### src/rtl/mac_result_drain.sv
// Result drain for one row of MAC PEs: snapshots every accumulator on capture,
// clears the row, then streams the words out one per valid/ready handshake, saturated.
module mac_result_drain #(
    parameter int DATAWIDTH = 14,
    parameter int NUM_PE    = 4,
    parameter int OUT_WIDTH = 16
) (
    input  logic                            clk,
    input  logic                            reset,
    input  logic                            capture,
    input  logic [NUM_PE*2*DATAWIDTH-1:0]   acc_in,
    output logic                            acc_clear,
    output logic                            busy,
    output logic                            out_valid,
    input  logic                            out_ready,
    output logic [OUT_WIDTH-1:0]            out_data,
    output logic [$clog2(NUM_PE)-1:0]       out_idx,
    output logic                            out_last,
    output logic                            sat_flag,
    output logic                            done,
    output logic                            capture_drop
);

    localparam int AW = 2 * DATAWIDTH;
    localparam int IW = $clog2(NUM_PE);
    localparam logic [IW-1:0] LAST_IDX = IW'(NUM_PE - 1);
    localparam logic [AW-1:0] MAX_OUT  = AW'({OUT_WIDTH{1'b1}});

    typedef enum logic [1:0] {
        IDLE   = 2'd0,
        STREAM = 2'd1,
        DONE   = 2'd2
    } state_t;

    // Clip to the output range; the MSB of the result is the clip flag.
    function automatic logic [OUT_WIDTH:0] sat_word(input logic [AW-1:0] x);
        logic [OUT_WIDTH:0] res_s;
        if (x > MAX_OUT) begin
            res_s = {1'b1, {OUT_WIDTH{1'b1}}};
        end else begin
            res_s = {1'b0, x[OUT_WIDTH-1:0]};
        end
        return res_s;
    endfunction

    state_t              state_r;
    state_t              state_nxt_s;
    logic [IW-1:0]       idx_r;
    logic [IW-1:0]       idx_nxt_s;
    logic [AW-1:0]       shadow_r [NUM_PE];
    logic                load_s;
    logic                drop_nxt_s;
    logic [AW-1:0]       sel_word_s;
    logic [OUT_WIDTH:0]  sat_s;
    logic                stream_nxt_s;

    logic                acc_clear_r;
    logic                busy_r;
    logic                out_valid_r;
    logic [OUT_WIDTH-1:0] out_data_r;
    logic [IW-1:0]       out_idx_r;
    logic                out_last_r;
    logic                sat_flag_r;
    logic                done_r;
    logic                capture_drop_r;

    // Next-state, index advance and capture acceptance/drop decisions.
    always_comb begin
        state_nxt_s = state_r;
        idx_nxt_s   = idx_r;
        load_s      = 1'b0;
        drop_nxt_s  = capture_drop_r;
        case (state_r)
            IDLE: begin
                if (capture) begin
                    state_nxt_s = STREAM;
                    idx_nxt_s   = {IW{1'b0}};
                    load_s      = 1'b1;
                end else begin
                    state_nxt_s = IDLE;
                end
            end
            STREAM: begin
                if (capture) begin
                    drop_nxt_s = 1'b1;
                end else begin
                    drop_nxt_s = capture_drop_r;
                end
                if (out_ready) begin
                    if (idx_r == LAST_IDX) begin
                        state_nxt_s = DONE;
                    end else begin
                        idx_nxt_s = idx_r + {{(IW-1){1'b0}}, 1'b1};
                    end
                end else begin
                    idx_nxt_s = idx_r;
                end
            end
            DONE: begin
                state_nxt_s = IDLE;
                if (capture) begin
                    drop_nxt_s = 1'b1;
                end else begin
                    drop_nxt_s = capture_drop_r;
                end
            end
            default: begin
                state_nxt_s = IDLE;
                idx_nxt_s   = {IW{1'b0}};
            end
        endcase
    end

    // Word presented next cycle: the fresh acc_in word on a capture, else the shadow slot.
    always_comb begin
        if (load_s) begin
            sel_word_s = acc_in[AW-1:0];
        end else begin
            sel_word_s = shadow_r[idx_nxt_s];
        end
        sat_s        = sat_word(sel_word_s);
        stream_nxt_s = (state_nxt_s == STREAM);
    end

    // State, index and snapshot registers.
    always_ff @(posedge clk or negedge reset) begin
        if (!reset) begin
            state_r <= IDLE;
            idx_r   <= {IW{1'b0}};
            for (int i = 0; i < NUM_PE; i++) begin
                shadow_r[i] <= {AW{1'b0}};
            end
        end else begin
            state_r <= state_nxt_s;
            idx_r   <= idx_nxt_s;
            if (load_s) begin
                for (int i = 0; i < NUM_PE; i++) begin
                    shadow_r[i] <= acc_in[i*AW +: AW];
                end
            end
        end
    end

    // Output registers, loaded from next-state values so they line up with the state.
    always_ff @(posedge clk or negedge reset) begin
        if (!reset) begin
            acc_clear_r    <= 1'b0;
            busy_r         <= 1'b0;
            out_valid_r    <= 1'b0;
            out_data_r     <= {OUT_WIDTH{1'b0}};
            out_idx_r      <= {IW{1'b0}};
            out_last_r     <= 1'b0;
            sat_flag_r     <= 1'b0;
            done_r         <= 1'b0;
            capture_drop_r <= 1'b0;
        end else begin
            acc_clear_r    <= load_s;
            busy_r         <= (state_nxt_s != IDLE);
            out_valid_r    <= stream_nxt_s;
            out_data_r     <= stream_nxt_s ? sat_s[OUT_WIDTH-1:0] : {OUT_WIDTH{1'b0}};
            out_idx_r      <= stream_nxt_s ? idx_nxt_s : {IW{1'b0}};
            out_last_r     <= stream_nxt_s && (idx_nxt_s == LAST_IDX);
            sat_flag_r     <= stream_nxt_s && sat_s[OUT_WIDTH];
            done_r         <= (state_nxt_s == DONE);
            capture_drop_r <= drop_nxt_s;
        end
    end

    assign acc_clear    = acc_clear_r;
    assign busy         = busy_r;
    assign out_valid    = out_valid_r;
    assign out_data     = out_data_r;
    assign out_idx      = out_idx_r;
    assign out_last     = out_last_r;
    assign sat_flag     = sat_flag_r;
    assign done         = done_r;
    assign capture_drop = capture_drop_r;

endmodule

### config.mk
export PLATFORM = sky130hd
export DESIGN_NAME = mac_result_drain
export DESIGN_NICKNAME = d
export VERILOG_FILES = /design/src/rtl/mac_result_drain.sv
export SDC_FILE = /design/constraint.sdc
export NUM_CORES = 1
export LEC_CHECK = 0
export ABC_AREA = 1
export BUFFER_PORTS_ARGS = -buffer_cell sky130_fd_sc_hd__clkbuf_2
export CAP_MARGIN = 20
export CORE_MARGIN = 2
export CORE_UTILIZATION = 58
export CTS_CLUSTER_SIZE = 24
export DETAILED_ROUTE_END_ITERATION = 12
export HOLD_SLACK_MARGIN = 0.15
export PLACE_DENSITY = 0.89
export SYNTH_ARGS = -nofsm -noshare
export SYNTH_HDL_FRONTEND = slang
export SYNTH_SLANG_ARGS = --single-unit
### constraint.sdc
create_clock -name clk -period 5.15 [get_ports clk]
set_clock_uncertainty 0.1 [all_clocks]
set_input_delay 0.7725 -clock clk [delete_from_list [all_inputs] [get_ports clk]]
set_output_delay 0.7725 -clock clk [all_outputs]
set_load 0.05 [all_outputs]
# Word level (Yosys, flattened, before mapping)
# Cells that the tools add are included.
dict set report word_totals {
  latch_bits 0
  out_inout_bits 25
  input_bits 116
  ram_bits 0
  rom_bits 0
  register_bits 141
  memories 0
  word_cells 48
}
dict set report classes {
  n_shift 0
  n_eq_ne 6
  div 0
  n_mul 0
  reduce_logical 6
  bitwise 1
  add_sub_neg 1
  mux 17
  n_lt_le_gt_ge 2
}
# op count
set ops {}
lappend ops {{$mux W28} 3}
lappend ops {{$bmux W28 S2} 1}
lappend ops {{$gt A28 B16 Y1 const B} 1}
lappend ops {{$mux W17} 1}
lappend ops {{$mux W16} 1}
lappend ops {{$mux W2} 6}
lappend ops {{$eq A2 B2 Y1 const B} 4}
lappend ops {{$pmux W2 S3} 1}
lappend ops {{$eq A2 B1 Y1 const B} 2}
lappend ops {{$pmux W2 S2} 1}
lappend ops {{$ge A3 B3 Y1 const B} 1}
lappend ops {{$mux W1} 3}
lappend ops {{$not A2 Y3} 1}
lappend ops {{$add A2 B1 Y2 const B} 1}
lappend ops {{$logic_and A1 B1 Y1} 2}
lappend ops {{$logic_not A2 Y1} 1}
lappend ops {{$reduce_and A2 Y1} 1}
lappend ops {{$reduce_bool A2 Y1} 1}
lappend ops {{$reduce_or A2 Y1} 1}

# Logic depth before layout (Yosys ltp)
# Gate-level depths: netlist (run 1).
dict set report logic_depth {
  word_depth 12
  ltp_mapped 13
  mapped_depth_nobuf 12
}

# Worst setup path after synthesis (run 1)
# Ideal clock, no wire load.
dict set report synth_path {
  path_kind {input to register}
  startpoint {input port capture}
  endpoint {register out_data_r[10] (netlist: out_data[10])}
  cell_stages 11
  t_required_ps 4933
  t_arrival_ps 1724
  path_slack_ps 3208
  path_cell_list {inv_2 a21oi_4 nand2_1 nand3_2 buf_2 nand3_2 nand2_1 nand2_2 nand2_4 buf_12 nand2_2}
}
dict set report synth_via {
  elab_chain_cells 10
  word_cells_on_any_way 15
}
# item line_no
set synth_lines {}
lappend synth_lines {{start, declared} 10} ;# input logic capture,
lappend synth_lines {{$mux W2} 75} ;# if (capture) begin
lappend synth_lines {{$pmux W2 S3} 73} ;# case (state_r)
lappend synth_lines {{$not A2 Y3 (not written as such)} 119} ;# sel_word_s = shadow_r[idx_nxt_s];
lappend synth_lines {{$bmux W28 S2} 119}
lappend synth_lines {{$mux W28 (not written as such) (2 in a row)} 119}
lappend synth_lines {{$mux W28} 116} ;# if (load_s) begin
lappend synth_lines {{$gt A28 B16 Y1} 38} ;# if (x > MAX_OUT) begin
lappend synth_lines {{$mux W17} 38}
lappend synth_lines {{$mux W16 *} 160} ;# out_data_r <= stream_nxt_s ? sat_s[OUT_WIDTH-1:0] : {OUT_WIDTH{1'b0}};
lappend synth_lines {{end signal, assigned} 150} ;# out_data_r <= {OUT_WIDTH{1'b0}};
lappend synth_lines {{end signal, assigned} 160}
lappend synth_lines {{end, declared} 60} ;# logic [OUT_WIDTH-1:0] out_data_r;
# Every way passes the cells marked *; elsewhere a longest branch is shown, timed or not. The select of a mux whose other input is x is not followed.
# A chain may end at the register's enable or synchronous reset.

# Worst setup path after layout (run 1)
dict set report layout_path {
  startpoint {register state_r[1]}
  endpoint {register out_data_r[15] (netlist: out_data[15])}
}
dict set report layout_via {
  elab_chain_cells 10
  word_cells_on_any_way 17
}
# item line_no
set layout_lines {}
lappend layout_lines {{start, declared} 46} ;# state_t state_r;
lappend layout_lines {{start signal, assigned} 134} ;# state_r <= state_nxt_s;
lappend layout_lines {{$eq A2 B2 Y1, or another cell as far along} 73}
lappend layout_lines {{$pmux W2 S3} 73}
lappend layout_lines {{$not A2 Y3 (not written as such)} 119}
lappend layout_lines {{$bmux W28 S2} 119}
lappend layout_lines {{$mux W28 (not written as such) (2 in a row)} 119}
lappend layout_lines {{$mux W28} 116}
lappend layout_lines {{$gt A28 B16 Y1} 38}
lappend layout_lines {{$mux W17} 38}
lappend layout_lines {{$mux W16 *} 160}
# Marked as above.

==> results of run 1 <==
[path summary, 6_finish.rpt]
path                       slack, ns                startpoint  cells past startpoint                   endpoint
min                             0.20                     reset                      1   shadow_r[23]$_DFFE_PN0P_
min in group clk                0.34               acc_in[109]                      3   shadow_r[25]$_DFFE_PN0P_
min reg2reg                     0.36  capture_drop$_DFFE_PN0P_                      1   capture_drop$_DFFE_PN0P_
max                             2.19      state_r[1]$_DFF_PN0_                     11     out_data[15]$_DFF_PN0_
max reg2reg                     2.19      state_r[1]$_DFF_PN0_                     11     out_data[15]$_DFF_PN0_
max in group asynchronous       3.63                     reset                      2  shadow_r[100]$_DFFE_PN0P_
[power by group through the flow]
stage | combinational [mW] | sequential [mW] | clock (mW)
after floorplan | 1.39 | 2.17 | 0
after global placement | 2.01 | 1.94 | 0
after detailed placement | 2.08 | 1.95 | 0
after CTS | 2.11 | 1.95 | 1.19
after global routing | 2.38 | 2.01 | 1.24
final | 2.12 | 1.96 | 1.17
[worst register-to-register path: stages (launching register included)]
cell     delay [ns]
dfrtp_1        0.39
inv_1          0.10
ha_1           0.29
a21oi_2        0.11
nor2_4         0.63
nand2_4        0.41
nand2_1        0.20
nand3_2        0.08
nand2_1        0.10
nand2_2        0.06
nand2_4        0.26
nand2_1        0.10
[routing by layer]
layer / track usage / up-vias / part of all wire
li1: - / 2687 / -
met2: 0.4290 / 225 / 0.48
met5: 0 / - / 0
met3: 0.06389 / 27 / 0.073
met1: 0.3853 / 2589 / 0.43
met4: 0.09524 / 0 / 0.018
[through the flow]
stage	total power [mW]	utilization
floorplan	3.567	-
global placement	3.945	0.6543
detailed placement	4.028	0.6543
CTS	5.242	0.7074
global route	5.630	0.7074
finish	5.246	0.7074
[flip-flops by register name, indices dropped and copies added, names as in the netlist]
signal	flops
shadow_r	112
idx_r	2
out_data	16
state_r	2
done	1
out_valid	1
out_last	1
out_idx	2
capture_drop	1
busy	1
acc_clear	1
sat_flag	1
[Yosys cell counts (2+ instances only)]
| master | count | share of area |
|---|---|---|
| nand2_4 | 2 | 0.0036 |
| nand2_2 | 12 | 0.012 |
| nor3_1 | 3 | 0.0024 |
| nor2_1 | 25 | 0.015 |
| buf_2 | 21 | 0.017 |
| dfrtp_1 | 141 | 0.56 |
| nand2_1 | 412 | 0.24 |
| buf_1 | 2 | 0.0012 |
| inv_2 | 4 | 0.0024 |
| buf_4 | 2 | 0.0024 |
| nand3_2 | 2 | 0.0032 |
| o21ai_0 | 8 | 0.0063 |
| nor4_1 | 3 | 0.0030 |
| clkbuf_1 | 16 | 0.0095 |
| ha_1 | 4 | 0.0079 |
| inv_1 | 16 | 0.0095 |
| or2_2 | 17 | 0.017 |
| nand3_1 | 90 | 0.071 |
[cells by family after synthesis]
group,Yosys count,synth area share
adder cells (fa/ha/maj),4,0.007923
flip-flops,141,0.5585
AND/OR/NAND/NOR,568,0.3763
buffers and inverters,62,0.04476
AO/OA/AOI/OAI,12,0.01248
[cells in the final DEF, fill, tap and decap left out]
master	instances
nand2_1	411
dfrtp_1	141
clkbuf_2	139
nand3_1	90
nor2_1	25
or2_2	17
clkbuf_16	16
inv_1	15
nand2_2	12
o21ai_0	8
inv_2	4
ha_1	4
clkinv_4	4
buf_4	4
nand2_4	3
clkinv_2	3
nor3_1	3
nor4_1	3
inv_6	3
nand3_2	2
clkbuf_8	2
bufinv_16	2
a21oi_4	1
nand3_4	1
a21oi_2	1
nor2_4	1
a31oi_1	1
a21o_1	1
clkinvlp_4	1
clkbuf_1	1
buf_6	1
[final cells by class]
class                      instances  share of cell area
timing repair buffer             144             0.09695
tap                              140             0.02305
multi-input combinational        584              0.3307
clock buffer                      19             0.05679
clock inverter                    12             0.01827
sequential                       141              0.4642
inverter                          20             0.01004
==> out/summary.txt, run 1 <==
Comb pwr share = 0.404
Max IR drop VDD = 0.0003154 V
Sw Pwr = 2.244 mW
Worst-path fanout max = 37
Row count = 38
Power share of the sequential group = 0.373
Slew @ Worst Pin = 0.9596 ns
Vias per cell = 5.215
Post-route design area = 7601 um2
Max_cap viols = 0
Cell Int Power = 3.002 mW
Die Ht = 108.4 um
Total track usage = 0.2759
Sequential area share after synthesis = 0.5585
Unique masters post-synth = 25
Area of the multi-input gates = 2514 um2
Setup_tns = 0 ns
Worst slack at placement = 2.130 ns
Fillcell total = 827
Worst Path Required = 5.45 ns
FFs w/ async S/R, synth = 1.000
Cts bufs inserted = 17
Final number of setup-violating endpoints = 0
Max_slew headroom = 0.3603
Critical-path cell list = inv_1, ha_1, a21oi_2, nor2_4, nand2_4, nand2_1, nand3_2, nand2_1, nand2_2, nand2_4, nand2_1
CP endpoint kind = flip-flop
Worst stage delay on the critical path = 0.63 ns
Post-synth EDFFs = 0
Routed wire length = 15,280 um
# diodes = 0
Leakage = 4.240 nW
DR WL/cell = 14.42 um
CTS sink count = 141
Antenna violations before repair = 0
Layout cells sized above 1 = 0.2359
Worst hold slack = 0.2049 ns
Global-route wire length before repair = 24,920 um
CTS resizes = 0
Yosys Warn Count = 0
Setup CP Type = flip-flop to flip-flop
Avg Inst Size Synth = 8.027 um2
Mapped Cells = 787
Period utilization = 0.5743
P&R area growth vs syn = 20.32%
Storage element area = 3528 um2
Clk pin slew, worst setup/hold paths = 0.06 ns
GRT overflow = 0
Unrepaired setup endpoints after global routing = no
CTS max path bufs = 2
CP max-delay cell = nor2_4
H-tree Lvls = 4
Core area = 10,750 um2
Achievable Freq = 338.1 MHz
CP delay by family, top = simple AND/OR/NAND/NOR gates
Router iterations before antenna repair = 7
Clk root buf = clkbuf_8
Mapped Nets = 907
Die ar. = 11,740 um2
IO buf count = 140
Largest net degree at the start of global routing = 108
Non-filler cells in the finished layout = 1,060
Outcome = complete, no violations
Fin. Hold Viols = 0
CTS tree = done
Critical path arrival = 3.25 ns
Vias in the first global route = 5,232
Slew Limit Fails = 0
Chip width = 108.4 um
Setup Fix Bufs, Post-CTS = 0
Minimum clock period = 2.957 ns
Synth Cell Area = 6317 um2
GPL Wtd Cong = 0.8454
Synth Register Bits = 141
Post-layout net count = 1,028
Net Sw Frac = 0.4277
Min setup slack post-route = 2.193 ns
Clock power frac = 0.224
Worst path most repeated cell = nand2_1
Path type of the worst min-delay path = primary input to asynchronous set/reset pin
CP bufs+invs = 1
Final ANT Viol Nets = 0
Dpl cell area = 7030 um2
Power Dens Cells = 690.2 nW/um2
Clock Latency Late Sink = 0.52 ns
Io pins = 141
Most used DFF post-synth = dfrtp_1
Hpwl dp = 9818 um
Dpl cells = 1,029
Vias post-DR = 5,528
DRC errors left = 0
Post-CTS Hold Buffers = 0
Initial core utilization = 0.5879
Initial DRC Count = 436
Worst setup SP type = flip-flop
No activity file was read; power rests on OpenSTA's default activity.
==> inputs of run 2 (changes only) <==
--- a/config.mk
+++ b/config.mk
@@ -5,15 +5,15 @@
 export SDC_FILE = /design/constraint.sdc
 export NUM_CORES = 1
 export LEC_CHECK = 0
-export ABC_AREA = 1
+export ABC_AREA = 0
 export BUFFER_PORTS_ARGS = -buffer_cell sky130_fd_sc_hd__clkbuf_2
 export CAP_MARGIN = 20
 export CORE_MARGIN = 2
-export CORE_UTILIZATION = 58
+export CORE_UTILIZATION = 48
 export CTS_CLUSTER_SIZE = 24
 export DETAILED_ROUTE_END_ITERATION = 12
 export HOLD_SLACK_MARGIN = 0.15
-export PLACE_DENSITY = 0.89
+export PLACE_DENSITY = 0.79
 export SYNTH_ARGS = -nofsm -noshare
 export SYNTH_HDL_FRONTEND = slang
 export SYNTH_SLANG_ARGS = --single-unit
==> constraint.sdc (replaced) <==
create_clock -name clk -period 2.6 [get_ports clk]
set_clock_uncertainty 0.1 [all_clocks]
set_input_delay 0.39 -clock clk [delete_from_list [all_inputs] [get_ports clk]]
set_output_delay 0.39 -clock clk [all_outputs]
set_load 0.05 [all_outputs]
==> out/summary.txt, run 2 <==
Outcome = complete, no violations
Most frequent cells in the layout = 343 x nand2_1, 141 x dfrtp_1, 139 x clkbuf_2
Worst-path fanout max = 16 (-57%)
GPL Wtd Cong = 0.8489 (+0.41%)
Xor-xnor portion of the synthesized cell area = 0 (unchanged)
IO buf count = 140 (unchanged)
DR WL/cell = 15.59 um (+8.1%)
Cts bufs inserted = 17 (unchanged)
Sequential area share after synthesis = 0.5919 (+0.03341)
Final Power = 9.714 mW (+85%)
Min setup slack post-route = 0.1080 ns (-2.084 ns)
Commonest non-fill, non-tap cell in the layout = nand2_1
Sw Pwr = 3.718 mW (+66%)
Unique masters post-synth = 35 (+40%)
Slew @ Worst Pin = 0.6786 ns (-0.2810 ns)
Max_slew headroom = 0.5476 (+0.1873)
Routed wire length = 16,760 um (+9.6%)
Dpl cells = 929 (-9.7%)
Clk pin slew, worst setup/hold paths = 0.06 ns (about the same)
Post-layout net count = 1,012 (-1.6%)
Yosys Warn Count = 0 (unchanged)
CP endpoint kind = flip-flop
CTS sink count = 141 (unchanged)
Initial core utilization = 0.4942 (-0.09372)
Die Ht = 115.4 um (+6.5%)
Cell Int Power = 5.996 mW (+100%)
Vias per cell = 5.069 (-2.8%)
Dpl cell area = 6875 um2 (-2.2%)
Most used DFF post-synth = dfrtp_1
Hold EP = shadow_r[99]$_DFFE_PN0P_
Largest family of logic cells by synthesized area = simple AND/OR/NAND/NOR gates
Synth Register Bits = 141 (unchanged)
Core area = 12,060 um2 (+12%)
Clock Latency Late Sink = 0.42 ns (-0.10 ns)
Router iterations before antenna repair = 5 (-2)
Max IR drop VDD = 0.0005363 V (+70%)
R2R depth = 9 (-2)
Compound-Gate Fraction of Synth Area = 0.05877 (+0.04630)
Clk root buf = clkbuf_16
Layout cells sized above 1 = 0.2265 (-0.009350)
Flop2flop setup slack = 0.11 ns (-2.08 ns)
Worst setup SP type = flip-flop
Vias post-DR = 5,449 (-1.4%)
Cell count of the worst hold path = 3
Mux share of post-synthesis cell area = 0.05919 (+0.05919)
Row count = 40 (+5.3%)
Final number of setup-violating endpoints = 0 (unchanged)
Leakage = 4.497 nW (+6.1%)
Worst Hold Launch = acc_in[15]
Synth area leaders = dfrtp_1 59%, nand2_1 22%, mux2_2 3.0%
Non-filler cells in the finished layout = 1,075 (+1.4%)
Antenna violations before repair = 2 (+2)
Area share of the largest cell type after synthesis = 0.5919 (+0.03341)
Synth Area in Simple Gates = 0.2523 (-0.1240)
P&R area growth vs syn = 43.83%
Mapped Nets = 761 (-16%)
Post-synth EDFFs = 0 (unchanged)
Power Dens Cells = 1133 nW/um2 (+64%)
GRT overflow = 0 (unchanged)
Critical path arrival = 2.67 ns (-0.58 ns)
Period utilization = 0.9585 (+0.3842)
DRC errors left = 0 (unchanged)
Power share of the sequential group = 0.402 (+0.029)
Worst slack at placement = 0.07268 ns (-2.058 ns)
H-tree Lvls = 4 (unchanged)
Initial DRC Count = 528 (+21%)
Achievable Freq = 401.3 MHz (+19%)
Die ar. = 13,330 um2 (+13%)
Setup CP Type = flip-flop to flip-flop
Vias in the first global route = 5,624 (+7.5%)
Max reg flops = 112 (unchanged)
Chip width = 115.4 um (+6.5%)
FFs w/ async S/R, synth = 1.000 (unchanged)
Worst hold slack = 0.1709 ns (-0.03399 ns)
Reg with most FFs = shadow_r
Path type of the worst min-delay path = primary input to flip-flop
Comb pwr share = 0.361 (-0.043)
Synth Cell Area = 5961 um2 (-5.6%)
Unrepaired setup endpoints after global routing = no
Commonest cells post-synth = 345 x nand2_1, 141 x dfrtp_1, 25 x clkbuf_1, 16 x mux2_2, 16 x o211ai_1
Global-route wire length before repair = 26,980 um (+8.3%)
Max_cap viols = 0 (unchanged)
Worst Path Required = 2.78 ns (-2.67 ns)
Most numerous cell in the Yosys netlist = nand2_1
Slew Limit Fails = 0 (unchanged)
Total track usage = 0.2662 (-0.009702)
Post-layout util = 0.7108 (+0.003406)
Post-route design area = 8573 um2 (+13%)
Minimum clock period = 2.492 ns (-0.4655 ns)
Post-synth top area cell = dfrtp_1
Hpwl dp = 9335 um (-4.9%)
Final ANT Viol Nets = 0 (unchanged)
Io pins = 141 (unchanged)
Worst r2r src = state_r[1]$_DFF_PN0_
Synth Area in Adders = 0.008396 (+0.0004739)
CTS max path bufs = 2 (unchanged)
Mapped Cells = 641 (-19%)
CTS tree = done
Net Sw Frac = 0.3828 (-0.04492)
Setup_tns = 0 ns (unchanged)
Fin. Hold Viols = 0 (unchanged)
Avg Inst Size Synth = 9.299 um2 (+16%)
Largest net degree at the start of global routing = 74 (-31%)
Clock power frac = 0.237 (+0.013)
Reg-to-reg endpoint = out_data[13]$_DFF_PN0_
run 2: cell types whose count changed in the layout (fill, tap and decap cells not counted), moves of 15 or more:
cell           change
nor2_1            -20
o211ai_1          +16
mux2_2            +16
mux2i_1           +15
a2bb2oi_1         +15
dlygate4sd3_1    +112
nand3_1           -86
nand2_1           -68
or2_2             -16
run 2: kinds of logic after synthesis:
| kind of cell | Yosys count |
|---|---|
| AOI/OAI and AO/OA | 43 |
| buffers and inverters | 41 |
| adders and majority gates | 4 |
| and+or+nand+nor | 380 |
| muxes | 32 |
| DFF | 141 |
run 2: power groups by stage:
| stage | Combinational, mW | Clock, mW | Sequential, mW |
|---|---|---|---|
| after global placement | 3.21 | 0 | 3.86 |
| after floorplan | 1.95 | 0 | 4.29 |
| after detailed placement | 3.30 | 0 | 3.87 |
| after global routing | 3.86 | 2.42 | 4.01 |
| after CTS | 3.46 | 2.31 | 3.87 |
| final | 3.50 | 2.30 | 3.91 |
run 2: how the worst max path moves through the flow:
stage | startpoint | end
detailed placement | state_r[1]$_DFF_PN0_ | out_data[13]$_DFF_PN0_
global placement | state_r[1]$_DFF_PN0_ | out_data[12]$_DFF_PN0_
CTS | state_r[1]$_DFF_PN0_ | out_data[13]$_DFF_PN0_
finish | state_r[1]$_DFF_PN0_ | out_data[13]$_DFF_PN0_
floorplan | state_r[1]$_DFF_PN0_ | out_data[10]$_DFF_PN0_
global route | state_r[1]$_DFF_PN0_ | out_data[7]$_DFF_PN0_
run 2: cell type report:
type / instances / area (um2)
clock buffers: 26 / 509.2
clock inverters: 6 / 57.56
inverters: 9 / 35.03
diodes: 2 / 5.005
multi-input cells: 459 / 2268
flip-flops and latches: 141 / 3528
well taps: 168 / 210.2
fillers: 839 / 3488
repair buffers: 264 / 1959
run 2: routing by layer:
layer | part of all wire | vias to the layer above | track usage
met3 | 0.056 | 55 | 0.05753
met1 | 0.41 | 2588 | 0.3282
li1 | - | 2577 | -
met4 | 0.039 | 0 | 0.1398
met2 | 0.50 | 229 | 0.4425
met5 | 0 | - | 0
run 2: critical path, cell delays in order (launching register included):
cell and delay [ns]:
dfrtp_1 0.42, inv_1 0.10, ha_1 0.19, inv_1 0.07, or3_1 0.42, nand2_2 0.12
mux2_2 0.38, o311ai_4 0.22, buf_6 0.22, o211ai_1 0.11
run 2: what timing repair did:
| action | 4_1_cts | 5_1_grt |
|---|---|---|
| gates resized for setup | 0 | 2 |
| hold buffers | 112 | 0 |
| setup endpoints to repair | 0 | 15 |
| hold endpoints to repair | 182 | 0 |
| buffers inserted | 0 | 0 |
